### src/rtl/laser_turret_emu.sv
// rtl/laser_turret_emu.sv - rotating laser turret emulator: quadrature encoder, index pulse, beacon photodiode
// Optional second beacon window: define LASER_EMU_BEACON2_EN.
module laser_turret_emu #(
  parameter logic [15:0] TICKS_PER_REV = 16'd1440
) (
  input  logic        clk,
  input  logic        reset,
  input  logic        enable,
  input  logic        dir,
  input  logic [15:0] step_div,
  input  logic [15:0] beacon_start,
  input  logic [15:0] beacon_end,
  input  logic [15:0] beacon2_start,
  input  logic [15:0] beacon2_end,
  output logic        Laser_cod_A,
  output logic        Laser_cod_B,
  output logic        Laser_sync,
  output logic        Laser_signal,
  output logic [15:0] angle
);

  localparam logic [15:0] LAST_ANGLE = TICKS_PER_REV - 16'd1;

  logic [15:0] prescaler;
  logic        step;
  logic        wrap;
  logic [15:0] angle_next;
  logic [1:0]  quad_next;
  logic        hit;

  // Window test; a window whose start exceeds its end wraps across angle 0.
  function automatic logic in_window(input logic [15:0] a,
                                     input logic [15:0] s,
                                     input logic [15:0] e);
    if (s <= e) return (a >= s) && (a <= e);
    else        return (a >= s) || (a <= e);
  endfunction

  // Step event: prescaler has reached the programmed period while rotating.
  // Using >= lets a lowered step_div take effect on the very next cycle.
  always_comb begin
    step = enable && (prescaler >= step_div);
  end

  // Next angle and wrap detection; dir only matters on a step.
  always_comb begin
    wrap       = dir ? (angle == LAST_ANGLE) : (angle == 16'd0);
    angle_next = angle;
    if (dir) angle_next = wrap ? 16'd0 : angle + 16'd1;
    else     angle_next = wrap ? LAST_ANGLE : angle - 16'd1;
  end

  // Quadrature sequence: forward 00->10->11->01->00, reverse walks it backwards.
  always_comb begin
    quad_next = {Laser_cod_A, Laser_cod_B};
    case ({Laser_cod_A, Laser_cod_B})
      2'b00:   quad_next = dir ? 2'b10 : 2'b01;
      2'b10:   quad_next = dir ? 2'b11 : 2'b00;
      2'b11:   quad_next = dir ? 2'b01 : 2'b10;
      default: quad_next = dir ? 2'b00 : 2'b11;
    endcase
  end

  // Beacon hit for the current angle; window 2 is ORed in only when built in.
`ifdef LASER_EMU_BEACON2_EN
  always_comb begin
    hit = in_window(angle, beacon_start, beacon_end) ||
          in_window(angle, beacon2_start, beacon2_end);
  end
`else
  wire unused_beacon2 = ^{beacon2_start, beacon2_end};
  always_comb begin
    hit = in_window(angle, beacon_start, beacon_end);
  end
`endif

  // Prescaler: counts enabled cycles, clears on each step, frozen while disabled.
  always_ff @(posedge clk) begin
    if (reset)       prescaler <= 16'd0;
    else if (step)   prescaler <= 16'd0;
    else if (enable) prescaler <= prescaler + 16'd1;
  end

  // Position and encoder channels advance together on a step; index pulse marks wraps.
  always_ff @(posedge clk) begin
    if (reset) begin
      angle       <= 16'd0;
      Laser_cod_A <= 1'b0;
      Laser_cod_B <= 1'b0;
      Laser_sync  <= 1'b0;
    end else begin
      Laser_sync <= step && wrap;
      if (step) begin
        angle                      <= angle_next;
        {Laser_cod_A, Laser_cod_B} <= quad_next;
      end
    end
  end

  // Photodiode output lags the angle by one cycle.
  always_ff @(posedge clk) begin
    if (reset) Laser_signal <= 1'b0;
    else       Laser_signal <= hit;
  end

endmodule

### config.mk
export PLATFORM = sky130hd
export DESIGN_NAME = laser_turret_emu
export DESIGN_NICKNAME = d
export VERILOG_FILES = /design/src/rtl/laser_turret_emu.sv
export SDC_FILE = /design/constraint.sdc
export NUM_CORES = 1
export LEC_CHECK = 0
export BUFFER_PORTS_ARGS = -buffer_cell sky130_fd_sc_hd__buf_2
export CORE_ASPECT_RATIO = 0.6
export CORE_UTILIZATION = 54
export DETAILED_ROUTE_END_ITERATION = 16
export PLACE_DENSITY_LB_ADDON = 0.08
export RECOVER_POWER = 100
export SLEW_MARGIN = 20
export SYNTH_ARGS = -nofsm -noshare
export SYNTH_HDL_FRONTEND = slang
export SYNTH_SLANG_ARGS = --single-unit
### constraint.sdc
create_clock -name clk -period 2.8 [get_ports clk]
set_input_delay 0 -clock clk [delete_from_list [all_inputs] [get_ports clk]]
set_output_delay 0 -clock clk [all_outputs]
set_load 0.03 [all_outputs]
==> results of run 1 <==
worst reg2reg max path, cell delays in order, from the launching register on:
cell                        delay [ns]
sky130_fd_sc_hd__dfxtp_1          0.37
sky130_fd_sc_hd__inv_1            0.07
sky130_fd_sc_hd__ha_1             0.26
sky130_fd_sc_hd__nand2b_1         0.09
sky130_fd_sc_hd__a2111oi_1        0.08
sky130_fd_sc_hd__o31a_1           0.37
sky130_fd_sc_hd__o41ai_4          0.49
sky130_fd_sc_hd__clkbuf_2         0.39
sky130_fd_sc_hd__a21oi_1          0.11
sky130_fd_sc_hd__a211oi_1         0.25
Yosys cell counts, types with 11 or more instances:
cell and count:
sky130_fd_sc_hd__nand3_1 18, sky130_fd_sc_hd__o21ai_0 11, sky130_fd_sc_hd__buf_2 13, sky130_fd_sc_hd__nand4_1 23, sky130_fd_sc_hd__dfxtp_1 36, sky130_fd_sc_hd__ha_1 68
sky130_fd_sc_hd__xor2_1 13, sky130_fd_sc_hd__a21oi_1 45, sky130_fd_sc_hd__nor2_1 38, sky130_fd_sc_hd__inv_1 56, sky130_fd_sc_hd__nand2_1 41
layer usage:
metal  vias up  part of all wire, %  global-route usage (%)  wire, µm
li1       1905                    -                       -         -
met1      1764                   50                    45.1      5300
met2       170                   41                    46.1      4320
met3        11                  9.1                    6.07       968
met4         0                 0.59                    4.83        63
met5         -                    0                       0         0
power by group through the flow:
stage	combinational, W	sequential [W]	clock, W
floorplan	0.000127	0.000533	0
global placement	0.000195	0.000531	0
detailed placement	0.000204	0.000531	0
CTS	0.000206	0.000520	0.000710
global route	0.000239	0.000520	0.000739
finish	0.000209	0.000520	0.000707
worst paths after layout:
check | startpoint | end | slack (ns) | cells after the start
hold / removal | enable | prescaler[0] | 0.07 | 3
setup reg to reg | prescaler[0] | angle[6] | 0.22 | 9
setup / recovery | prescaler[0] | angle[6] | 0.22 | 9
hold reg to reg | Laser_cod_B | Laser_cod_B | 0.50 | 2
area by class of cell:
type                            instances  area [µm²]
Sequential cell                        36         721
Fill cell                             605        2340
Timing Repair Buffer                   85         425
Multi-Input combinational cell        374        2720
Clock inverter                          1        30.0
Clock buffer                            7         153
Tap cell                               87         109
Inverter                               56         210
kinds of logic after synthesis:
family	count (synthesis)
buffers and inverters	79
AND/OR/NAND/NOR	163
AO/OA/AOI/OAI	120
XOR/XNOR	20
flip-flops	36
adder cells (fa/ha/maj)	69
multiplexers	2
flip-flops by register name, indices dropped and copies added (netlist names):
signal and flops:
prescaler 16, Laser_signal 1, Laser_cod_A 1, angle 16
Laser_sync 1, Laser_cod_B 1
stage by stage:
| stage | setup slack [ns] | instances |
|---|---|---|
| after floorplan | 0.613 | 489 |
| after global placement | 0.366 | 638 |
| after detailed placement | 0.311 | 638 |
| after CTS | 0.290 | 646 |
| after global routing | 0.0498 | 646 |
| final | 0.222 | 646 |
==> results.txt, run 1 <==
----------------------------------------------------
[Placement]
  Routability Congestion ... 0.949
  DP Area ... 0.00422 mm²
  Placed wire-length estimate after detailed placement ... 8.27 mm
  Port bufs ... 71

[Timing]
  Total setup violations reported at the end of the flow ... 0
  Number of hold-slack violations in the final timing report ... 0
  Slew at the pin closest to its max-slew limit ... 0.570 ns
  Slew headroom ... 62.0%
  RSZ-0062 raised after global routing ... false
  Share of the clock period used by the worst path after layout ... 92.1%
  Sum of negative setup slack ... 0 ns
  Total count of max-transition violations in the final report ... 0
  Time the final worst path needs with I/O delays and setup ... 2.58 ns
  Worst hold margin ... 0.0701 ns
  Highest clock rate ... 0.388 GHz
  Worst clock skew ... 0.00528 ns

[Critical path]
  Delay of the slowest cell on the worst path ... 0.49 ns
  Arrival time reported for the critical path endpoint ... 2.78 ns
  Classification of the worst setup path ... flop to flop
  CP Data Required Time ... 3.00 ns
  Family with the most delay on the worst path ... compound AO/OA/AOI/OAI gates
  Crit path buffers/inverters ... 2
  Worst-path maximum fanout ... 14
  Setup crit end kind ... flop
  Cell type of the slowest stage on the worst timing path ... sky130_fd_sc_hd__o41ai_4
  CP startpoint kind ... flop
  Cell breakdown of the critical path ... inv_1, ha_1, nand2b_1, a2111oi_1, o31a_1, o41ai_4, clkbuf_2, a21oi_1, a211oi_1

[Yosys]
  Area leader, netlist ... sky130_fd_sc_hd__ha_1
  Area share of xor/xnor cells in the synthesized design ... 4.64%
  Combinational family with the most area after synthesis ... simple AND/OR/NAND/NOR gates
  Complex-gate fraction of the synthesized area ... 20.8%
  Mux cell area share after synthesis ... 0.530%
  Fraction of synthesis flops using an asynchronous set or reset pin ... 0%
  Cell count after synthesis ... 489
  Post-synthesis instance area ... 0.00378 mm²
  Adder and majority gate portion of the synthesized area ... 22.8%
  Fraction of the yosys area taken by sequential cells ... 19.1%
  Primary FF master, synth ... sky130_fd_sc_hd__dfxtp_1
  Synthesized area per cell ... 7.72 µm²
  Dominant cells by area after synthesis ... sky130_fd_sc_hd__ha_1 23%, sky130_fd_sc_hd__dfxtp_1 19%, sky130_fd_sc_hd__a21oi_1 6.0%, sky130_fd_sc_hd__inv_1 5.6%, sky130_fd_sc_hd__nand2_1 4.1%
  Post-Syn Nets ... 641
  EDFF count, synth ... 0
  Simple-gate area share of the yosys netlist ... 23.2%
  Area share of the leading cell type in the synthesized netlist ... 22.5%
  Yosys warnings ... 0
  Yosys cell types ... 58
  Flip-flop and latch count after synthesis ... 36

[Clocking]
  Resize count post-CTS ... 0
  Maximum root-to-sink buffer count ... 2
  Number of H-tree levels ... 2
  Total clock buffers created by CTS ... 5
  Clock latency reported for the late side of the worst-skew pair ... 0.29 ns
  Root buffer cell ... sky130_fd_sc_hd__clkbuf_16
  Clock slew seen by the registers of the worst setup and hold paths ... 0.06 ns
  Clock sinks ... 36
  Setup repair bufs after CTS ... 0
  Clock tree from TritonCTS ... done
  Hold Buf Count CTS ... 0

[Detailed routing]
  Drt drc ... 0
  Number of routed nets with antenna violations ... 0
  Initial detailed-routing violation count ... 376
  Wire length per cell after detailed routing ... 16.5 µm
  Pre-Repair DR Iteration Count ... 5
  Vias per cell ... 5.96
  Via total after detailed routing ... 3850
  Routed WL ... 10.7 mm

[Power and ir drop]
  Cell area power density ... 329 mW/mm²
  Gate power share ... 14.6%
  Portion of total power attributed to sequential cells ... 36.2%
  Internal Power ... 0.00108 W
  Sw Share ... 25.1%
  Part of the power in the clock network ... 49.2%
  Cell leakage power ... 2.13 nW
  Power dissipated by switching net loads ... 0.000360 W
  Worst IR Drop VDD ... 229 µV
  Post-layout total power ... 0.00144 W

[Floorplanning]
  Y dimension of the die ... 66.8 µm
  Area inside the core boundary ... 0.00671 mm²
  I/O pin cnt ... 104
  Die extent in x ... 110 µm
  Effective utilization at floorplan ... 56.3%
  Std cell rows ... 23
  Die footprint ... 0.00734 mm²

[Global route]
  Wire length of the first global-routing pass ... 17.1 mm
  Gr ovfl total ... 0
  Vias in the first global route ... 3505
  Aggregate global-route resource usage ... 30.6%
  Pin count of the biggest net entering global routing ... 22
  Initial antenna violation count ... 0

[Cells and area]
  Fin util ... 65.1%
  Top library cells by usage in the layout, fill and taps aside ... 68 x sky130_fd_sc_hd__ha_1, 56 x sky130_fd_sc_hd__inv_1, 53 x sky130_fd_sc_hd__buf_2
  Signed area change from the synthesized netlist to the final layout ... 15.6%
  Number of nets in the layout ... 710
  Most frequent standard cell in the layout excluding fill and tap cells ... sky130_fd_sc_hd__ha_1
  Area of all placed cells without fillers ... 0.00437 mm²
  Share of post-route cells with drive strength above 1 ... 15.0%
  Diodes inserted ... 0

[Outcome]
  Run status ... finished, final reports clean

[Run]
  Total of max-cap violations ... 0

[Min path]
  Class of the tightest hold or removal check ... input pin to flop

----------------------------------------------------
Note: power is estimated with default switching activity, not from simulation.
==> inputs of run 2 (changes only) <==
- GPL_TIMING_DRIVEN: not set -> 0
==> run 2 against run 1 <==
  * Via count shrank 1.5%
  * Fmax shrank 2.2%
  * Core utilization grew 0.11 points
  * Final area grew 0.17%
  * Non-clock buffer count grew 7
  * Critical path depth is the same
  * Hold slack gained 0.099 ns
  * Combinational power is essentially flat
  * Register-to-register slack lost 0.06 ns
  * Sequential share of layout area is essentially flat
  * Largest power group unchanged
  * Count of clock-buffer cells in the layout shrank 2
==> results.txt, run 2 (synthesized netlist as in run 1, its figures left out) <==
----------------------------------------------------
[Critical path]
  Family with the most delay on the worst path ... compound AO/OA/AOI/OAI gates
  CP startpoint kind ... flop
  Crit path buffers/inverters ... 2
  Worst-path maximum fanout ... 10
  Classification of the worst setup path ... flop to flop
  Arrival time reported for the critical path endpoint ... 2.84 ns
  Cell breakdown of the critical path ... inv_1, ha_1, nand2b_1, a2111oi_0, o31a_1, o41a_2, clkbuf_2, o21ai_0, a21oi_1
  Cell type of the slowest stage on the worst timing path ... sky130_fd_sc_hd__a2111oi_0
  Delay of the slowest cell on the worst path ... 0.46 ns
  Setup crit end kind ... flop
  CP Data Required Time ... 3.00 ns

[Detailed routing]
  Vias per cell ... 5.81
  Wire length per cell after detailed routing ... 16.2 µm
  Via total after detailed routing ... 3794
  Initial detailed-routing violation count ... 362
  Drt drc ... 0
  Number of routed nets with antenna violations ... 0
  Routed WL ... 10.6 mm
  Pre-Repair DR Iteration Count ... 5

[Timing]
  Sum of negative setup slack ... 0 ns
  Total setup violations reported at the end of the flow ... 0
  RSZ-0062 raised after global routing ... false
  Total count of max-transition violations in the final report ... 0
  Worst hold margin ... 0.169 ns
  Highest clock rate ... 0.380 GHz
  Share of the clock period used by the worst path after layout ... 94.1%
  Slew at the pin closest to its max-slew limit ... 1.03 ns
  Time the final worst path needs with I/O delays and setup ... 2.63 ns
  Worst clock skew ... 0.00727 ns
  Slew headroom ... 30.9%
  Number of hold-slack violations in the final timing report ... 0

[Global route]
  Pin count of the biggest net entering global routing ... 13
  Aggregate global-route resource usage ... 30.5%
  Wire length of the first global-routing pass ... 16.8 mm
  Initial antenna violation count ... 0
  Vias in the first global route ... 3330
  Gr ovfl total ... 0

[Clocking]
  Number of H-tree levels ... 2
  Clock sinks ... 36
  Clock tree from TritonCTS ... done
  Total clock buffers created by CTS ... 5
  Clock latency reported for the late side of the worst-skew pair ... 0.29 ns
  Clock slew seen by the registers of the worst setup and hold paths ... 0.06 ns
  Setup repair bufs after CTS ... 0
  Maximum root-to-sink buffer count ... 2
  Hold Buf Count CTS ... 0
  Resize count post-CTS ... 0
  Root buffer cell ... sky130_fd_sc_hd__clkbuf_16

[Floorplanning]
  Effective utilization at floorplan ... 56.3%
  Y dimension of the die ... 66.8 µm
  Die extent in x ... 110 µm
  Std cell rows ... 23
  Area inside the core boundary ... 0.00671 mm²
  Die footprint ... 0.00734 mm²
  I/O pin cnt ... 104

[Power and ir drop]
  Gate power share ... 15.3%
  Worst IR Drop VDD ... 230 µV
  Power dissipated by switching net loads ... 0.000351 W
  Cell leakage power ... 2.14 nW
  Sw Share ... 25.5%
  Part of the power in the clock network ... 46.9%
  Portion of total power attributed to sequential cells ... 37.8%
  Internal Power ... 0.00102 W
  Post-layout total power ... 0.00138 W
  Cell area power density ... 315 mW/mm²

[Placement]
  DP Area ... 0.00423 mm²
  Placed wire-length estimate after detailed placement ... 8.47 mm
  Routability Congestion ... 0.985
  Port bufs ... 69

[Run]
  Total of max-cap violations ... 0

[Cells and area]
  Share of post-route cells with drive strength above 1 ... 15.2%
  Area of all placed cells without fillers ... 0.00437 mm²
  Signed area change from the synthesized netlist to the final layout ... 15.8%
  Most frequent standard cell in the layout excluding fill and tap cells ... sky130_fd_sc_hd__ha_1
  Diodes inserted ... 0
  Number of nets in the layout ... 717
  Registers with the highest flip-flop counts ... angle x16, prescaler x16
  Top library cells by usage in the layout, fill and taps aside ... 68 x sky130_fd_sc_hd__ha_1, 58 x sky130_fd_sc_hd__buf_2, 56 x sky130_fd_sc_hd__inv_1

[Outcome]
  Run status ... finished, final reports clean

[Min path]
  Class of the tightest hold or removal check ... input pin to flop

----------------------------------------------------
==> run 2: routing by layer <==
layer  share of wire (%)  vias up  global-route usage, %
met2                  38      157                   41.3
met3                 9.5       10                   7.14
li1                    -     1922                      -
met4                0.73        0                   5.50
met5                   0        -                      0
met1                  52     1705                   47.4
==> run 2: worst register-to-register path, stage by stage, from the launching register on <==
cell	delay, ns
sky130_fd_sc_hd__dfxtp_1	0.37
sky130_fd_sc_hd__inv_1	0.07
sky130_fd_sc_hd__ha_1	0.26
sky130_fd_sc_hd__nand2b_1	0.13
sky130_fd_sc_hd__a2111oi_0	0.46
sky130_fd_sc_hd__o31a_1	0.33
sky130_fd_sc_hd__o41a_2	0.28
sky130_fd_sc_hd__clkbuf_2	0.30
sky130_fd_sc_hd__o21ai_0	0.15
sky130_fd_sc_hd__a21oi_1	0.21
==> run 2: path summary, 6_finish.rpt <==
| kind | start | to | slack, ns | cells past startpoint |
|---|---|---|---|---|
| max | prescaler[0] | angle[10] | 0.17 | 9 |
| min | reset | Laser_signal | 0.17 | 3 |
| max reg2reg | prescaler[0] | angle[10] | 0.17 | 9 |
| min reg2reg | Laser_cod_B | Laser_cod_B | 0.49 | 2 |
==> run 2: per-stage QoR <==
step,instances,worst slack [ns],utilization (%)
after global routing,653,0.0502,65.2
final,653,0.165,65.2
after floorplan,489,0.613,-
after detailed placement,645,0.247,63.1
after CTS,653,0.220,65.6
after global placement,645,0.232,63.1
==> run 2: cell type report <==
type / instances / area [µm²]
Fill cell: 586 / 2330
Buffer: 23 / 129
Inverter: 56 / 210
Multi-Input combinational cell: 374 / 2720
Clock buffer: 5 / 125
Sequential cell: 36 / 721
Clock inverter: 3 / 42.5
Timing Repair Buffer: 69 / 320
Tap cell: 87 / 109
==> run 2: power by group through the flow <==
stage / sequential, W / clock, W / combinational (W)
2_1_floorplan: 0.000533 / 0 / 0.000127
3_3_place_gp: 0.000531 / 0 / 0.000198
3_5_place_dp: 0.000531 / 0 / 0.000207
4_1_cts: 0.000520 / 0.000653 / 0.000209
5_1_grt: 0.000520 / 0.000677 / 0.000241
6_report: 0.000520 / 0.000645 / 0.000211
